[src/rtl/sp_arith_pkg.sv]
// Shared arithmetic-library definitions: divider state encoding, default width
// and two's-complement helpers usable by any operand width up to MAX_W.
package sp_arith_pkg;

   typedef enum logic [1:0] {
      LOAD = 2'd0,
      BUSY = 2'd1,
      DONE = 2'd2
   } div_state_e;

   localparam int DEF_WIDTH = 32;
   localparam int MAX_W     = 64;

   // Callers sign- or zero-extend into MAX_W bits and truncate the return value,
   // which keeps the low WIDTH bits exact for any WIDTH <= MAX_W.
   function automatic logic [MAX_W-1:0] sp_cond_neg(input logic [MAX_W-1:0] v,
                                                   input logic             neg);
      return neg ? (~v + MAX_W'(1)) : v;
   endfunction

   function automatic logic [MAX_W-1:0] sp_mag(input logic signed [MAX_W-1:0] v);
      return sp_cond_neg(v, v[MAX_W-1]);
   endfunction

endpackage

[src/rtl/sp_div_step.sv]
// One combinational restoring-division step: shift in a dividend bit, trial
// subtract the divisor, keep the difference only if it did not go negative.
module sp_div_step
   import sp_arith_pkg::*;
#(
   parameter int WIDTH = DEF_WIDTH
) (
   input  logic [WIDTH-1:0] rem_i,
   input  logic             dvd_bit_i,
   input  logic [WIDTH-1:0] divisor_i,
   output logic [WIDTH-1:0] rem_o,
   output logic             q_bit_o
);

   logic [WIDTH:0]   trial;
   logic [WIDTH-1:0] shifted;

   // The compare needs the full WIDTH+1 bits, but when it succeeds the
   // difference is below the divisor, so WIDTH-bit modular subtraction suffices.
   always_comb begin
      trial   = {rem_i, dvd_bit_i};
      shifted = {rem_i[WIDTH-2:0], dvd_bit_i};
      q_bit_o = (trial >= {1'b0, divisor_i});
      rem_o   = q_bit_o ? (shifted - divisor_i) : shifted;
   end

endmodule

[src/rtl/sp_div_signed.sv]
// Multi-cycle radix-2 restoring signed divider, truncating toward zero; restarts
// automatically on reset release or whenever the operands change in DONE.
module sp_div_signed
   import sp_arith_pkg::*;
#(
   parameter int WIDTH = DEF_WIDTH
) (
   input  logic                    clk,
   input  logic                    rst,
   input  logic signed [WIDTH-1:0] a,
   input  logic signed [WIDTH-1:0] b,
   output logic signed [WIDTH-1:0] result,
   output logic                    ready
);

   localparam int CNT_W = $clog2(WIDTH + 1);

   div_state_e              state_q;
   logic signed [WIDTH-1:0] a_q;
   logic signed [WIDTH-1:0] b_q;
   logic [WIDTH-1:0]        dvd_q;
   logic [WIDTH-1:0]        div_q;
   logic [WIDTH-1:0]        rem_q;
   logic                    sign_q;
   logic                    zero_q;
   logic [CNT_W-1:0]        cnt_q;
   logic signed [WIDTH-1:0] result_q;
   logic                    ready_q;

   logic [WIDTH-1:0]        amag_d;
   logic [WIDTH-1:0]        bmag_d;
   logic [WIDTH-1:0]        rem_d;
   logic                    qbit_d;
   logic [WIDTH-1:0]        quot_fix_d;
   logic                    load_d;

   assign amag_d = WIDTH'(sp_mag(MAX_W'(a)));
   assign bmag_d = WIDTH'(sp_mag(MAX_W'(b)));

   // Divide by zero is forced to all ones regardless of the dividend sign.
   assign quot_fix_d = zero_q ? '1 : WIDTH'(sp_cond_neg(MAX_W'(dvd_q), sign_q));

   assign load_d = (state_q == LOAD) ||
                   ((state_q == DONE) && ((a != a_q) || (b != b_q)));

   sp_div_step #(
      .WIDTH (WIDTH)
   ) u_step (
      .rem_i     (rem_q),
      .dvd_bit_i (dvd_q[WIDTH-1]),
      .divisor_i (div_q),
      .rem_o     (rem_d),
      .q_bit_o   (qbit_d)
   );

   // dvd_q shifts the dividend out at the top while quotient bits enter at the bottom.
   always_ff @(posedge clk or negedge rst) begin
      if (!rst) begin
         state_q  <= LOAD;
         a_q      <= '0;
         b_q      <= '0;
         dvd_q    <= '0;
         div_q    <= '0;
         rem_q    <= '0;
         sign_q   <= 1'b0;
         zero_q   <= 1'b0;
         cnt_q    <= '0;
         result_q <= '0;
         ready_q  <= 1'b0;
      end else if (load_d) begin
         a_q     <= a;
         b_q     <= b;
         dvd_q   <= amag_d;
         div_q   <= bmag_d;
         rem_q   <= '0;
         sign_q  <= a[WIDTH-1] ^ b[WIDTH-1];
         zero_q  <= (b == '0);
         cnt_q   <= CNT_W'(WIDTH);
         ready_q <= 1'b0;
         state_q <= BUSY;
      end else begin
         case (state_q)
            BUSY: begin
               if (cnt_q != '0) begin
                  rem_q <= rem_d;
                  dvd_q <= {dvd_q[WIDTH-2:0], qbit_d};
                  cnt_q <= cnt_q - CNT_W'(1);
               end else begin
                  result_q <= quot_fix_d;
                  ready_q  <= 1'b1;
                  state_q  <= DONE;
               end
            end
            DONE:    state_q <= DONE;
            default: state_q <= LOAD;
         endcase
      end
   end

   assign result = result_q;
   assign ready  = ready_q;

endmodule

[config.mk]
export PLATFORM = sky130hd
export DESIGN_NAME = sp_div_signed
export DESIGN_NICKNAME = d
export VERILOG_FILES = /design/src/rtl/sp_arith_pkg.sv /design/src/rtl/sp_div_step.sv /design/src/rtl/sp_div_signed.sv
export SDC_FILE = /design/constraint.sdc
export NUM_CORES = 1
export LEC_CHECK = 0
export ABC_AREA = 1
export BUFFER_PORTS_ARGS = -buffer_cell sky130_fd_sc_hd__buf_2
export CAP_MARGIN = 10
export CORE_UTILIZATION = 50
export CTS_CLUSTER_SIZE = 8
export DETAILED_ROUTE_END_ITERATION = 10
export PLACE_DENSITY = 0.71
export SLEW_MARGIN = 0
export SYNTH_ARGS = -nofsm -noshare
export SYNTH_HDL_FRONTEND = slang
export SYNTH_SLANG_ARGS = --single-unit
export TNS_END_PERCENT = 20
[constraint.sdc]
create_clock -name clk -period 4 [get_ports clk]
set_input_delay 0.4 -clock clk [delete_from_list [all_inputs] [get_ports clk]]
set_output_delay 0.4 -clock clk [all_outputs]
set_load 0.1 [all_outputs]
==> flow_summary.yaml <==
logic_synthesis:
  syn_nets: 2453
  ys.flop_type: "dfrtp_1"
  async_reset_ff_share_pct: 100
  ys_seq_area_share_pct: 34.1
  ys_types: 40
  synth.cell_area_um2: 14800
  yosysTopAreaCellShare_pct: 34.1
  yosysMostFrequentCell: "nand2_1"
  synth_common_cells: "nand2_1, inv_1, nor2_1"
  netlist_top_cells_area: "dfrtp_1, nand2_1, inv_1"
  syn_area_per_cell_um2: 6.31
  ys_ff_latch: 202
  synth_edf_count: 0
  yosysTopAreaCell: "dfrtp_1"
  yosys_warnings: 0
  synth_cells: 2347
route:
  post_drt_wl_per_cell_um: 14.6
  num_vias: 14500
  wirelength_um: 40900
  first_pass_iters: 6
  drtAntennaViolNets: 0
  drc: 0
  vias_per_cell: 5.16
  drtIter0Drc: 1231
timing:
  rsz0062_at_grt: "no"
  slew_violations: 0
  tightest_slew_ps: 1120
  fin_skew_ps: 20.2
  clock.fmax_ghz: 0.323
  finalWorstSetupSlack_ps: 900
  tns_ps: 0
  slew_headroom_pct: 25.2
  layout_min_cycle_time_ps: 3100
  finalHoldViolations: 0
  finalCritPeriodShare_pct: 77.5
  setup-violations-final: 0
min_path:
  hp-start: "a[23]"
  whs_path_depth: 3
  min_path_type: "input pin to flop"
  hold-path-endpoint: "a_q[23]$_DFFE_PN0N_"
place:
  place_congestion: 0.963
  hpwl_um: 30600
  portBuffers: 98
  dp_slack_ps: 945
critical_path:
  crit_fanout: 35
  worstReg2RegStart: "div_q[7]$_DFFE_PN0N_"
  r2r_cells: 17
  end_kind: "flop"
  criticalPathCategory: "flop to flop"
  crit_path_top_delay_cell: "inv_2"
  rr_endpoint: "rem_q[6]$_DFFE_PN0P_"
  cp_common_cell: "nand2_1"
  startpoint_type: "flop"
  path_buf_inv: 4
  ff2ff_setup_slack_ps: 900
  crit_family: "simple AND/OR/NAND/NOR gates"
  crit_path_cell_trace: "inv_1 > ha_1 > nand2_1 > inv_1 > nand2_1 > nand2_1 > inv_1 > nand3_1 > nand2_1 > nand2_1 > nand2_1 > nand2_1 > inv_2 > nand2_1 > nand2_1 > nand3_1 > nand2_1"
  cp.required_ps: 4490
  slowest_delay_ps: 600
  arrival_ps: 3590
grt:
  grt_start_max_net_pins: 140
  grt_pass1_wl_um: 67700
  antenna_found_initial: 1
  grt.total_usage_pct: 27.4
  grt.overflow.total: 0
  first_global_vias: 13400
layout:
  final_util_pct: 56.4
  final_nets: 2525
  syn2layout_area_growth_pct: 10.2
  layout-drive-gt1-share_pct: 7.85
cts:
  path_clk_slew_ps: 50
  cts_buffer_depth: 3
  cts_setup_buffers: 0
  postCtsHoldBufs: 1
  h-tree-depth: 1
  cts_tree: "built"
  cts_resized: 0
  cts.sinks: 202
  clk_latency_ps: 560
  cts_buffers: 29
  cts_root_buffer: "clkbuf_16"
floorplanning:
  start_util_pct: 51.2
  row_count: 62
  ios: 99
  design.core.area_um2: 28900
  die-area_um2: 30300
  die_height_um: 174
  die_w_um: 174
outcome:
  run_status: "completed"
power_and_ir_drop:
  power_density_nw_per_um2: 439
  p_leak_uw: 0.00889
  ir_drop_mv: 0.337
flow_run:
  max-cap-violations: 0
## worst max-delay path by stage
stage                          startpoint               endpoint  slack (ps)  depth (start not counted)
floorplan           rem_q[17]$_DFFE_PN0P_  rem_q[10]$_DFFE_PN0P_        1930                         15
global placement                    b[31]  dvd_q[25]$_DFFE_PN0P_         970                         16
detailed placement                  b[13]   rem_q[7]$_DFFE_PN0P_         950                         16
CTS                  div_q[8]$_DFFE_PN0N_   rem_q[6]$_DFFE_PN0P_         980                         17
global route         div_q[4]$_DFFE_PN0N_  rem_q[27]$_DFFE_PN0P_         560                         17
finish               div_q[7]$_DFFE_PN0N_   rem_q[6]$_DFFE_PN0P_         900                         17
## worst reg2reg max path, delay by kind of cell, from the launching register on
family | cells | cell delay, ps
adders and majority gates | 1 | 310
buffers and inverters | 4 | 880
DFF | 1 | 380
and+or+nand+nor | 12 | 1460
## placed cells by master, fill, tap and decap left out, types with 2 or more instances in the layout
cell type / n
ha_1: 39
nor4_1: 2
buf_2: 97
nor3_1: 21
o2111ai_1: 2
xnor2_1: 18
and3_1: 3
a21o_1: 3
o21ai_0: 78
nand4_1: 22
nand3_1: 167
dfrtp_1: 202
and2_1: 6
clkbuf_1: 2
nand2_1: 934
o21a_1: 2
o21ai_1: 88
clkbuf_16: 29
nor2_1: 216
inv_1: 286
o31ai_1: 5
nand3b_1: 8
or2_2: 14
a31oi_1: 2
inv_2: 25
o211ai_1: 4
xor2_1: 72
o21bai_1: 5
buf_4: 14
nor2_4: 2
a21oi_1: 39
## metrics by stage
stage               instances  hold WS, ps  area, um2  total power (uW)
floorplan                2347          104      14800              4330
global placement         2771          449      15500              4920
detailed placement       2771          456      15500              4950
CTS                      2805         71.6      16300              7210
global route             2806         90.7      16300              7620
finish                   2806         86.1      16300              7170
## cell type report
class / count / area [um2]
Fill cell: 2920 / 12600
Clock buffer: 31 / 733
Timing Repair Buffer: 114 / 634
Sequential cell: 202 / 5050
Inverter: 312 / 1170
Clock inverter: 2 / 50.0
Multi-Input combinational cell: 1760 / 8200
Antenna cell: 1 / 2.50
Tap cell: 384 / 480
## metal layers
layer  wire (um)  vias to the layer above  track usage (%)
li1            -                     7410                -
met1       20300                     6581             41.5
met2       17500                      443             41.5
met3        2590                       45             3.24
met4         554                        0             5.74
met5           0                        -                0
## report_power, final
| part | internal, uW | leakage, uW | total [uW] | switching [uW] |
|---|---|---|---|---|
| Sequential | 2270 | 0.00240 | 2440 | 170 |
| Clock | 1340 | 0.000384 | 2230 | 888 |
| Combinational | 744 | 0.00610 | 2500 | 1760 |
| Total | 4360 | 0.00889 | 7170 | 2820 |
## sequential cells by signal, summed over array words and instances, names as in the netlist
register and cells:
a_q 32, b_q 32, cnt_q 6, div_q 31
dvd_q 32, ready 1, rem_q 32, result 32
sign_q 1, state_q 2, zero_q 1
## cell families (layout without fill, tap and decap cells)
logic type / after synthesis / in the layout / share of synthesized area [%]
AND/OR/NAND/NOR: 1400 / 1400 / 38.3
buffers and inverters: 385 / 459 / 10.6
AO/OA/AOI/OAI: 230 / 230 / 8.24
flip-flops: 202 / 202 / 34.1
XOR/XNOR: 90 / 90 / 5.32
adder cells (fa/ha/maj): 40 / 40 / 3.43
other: 0 / 1 / 0
(Power assumes the default switching activity.)
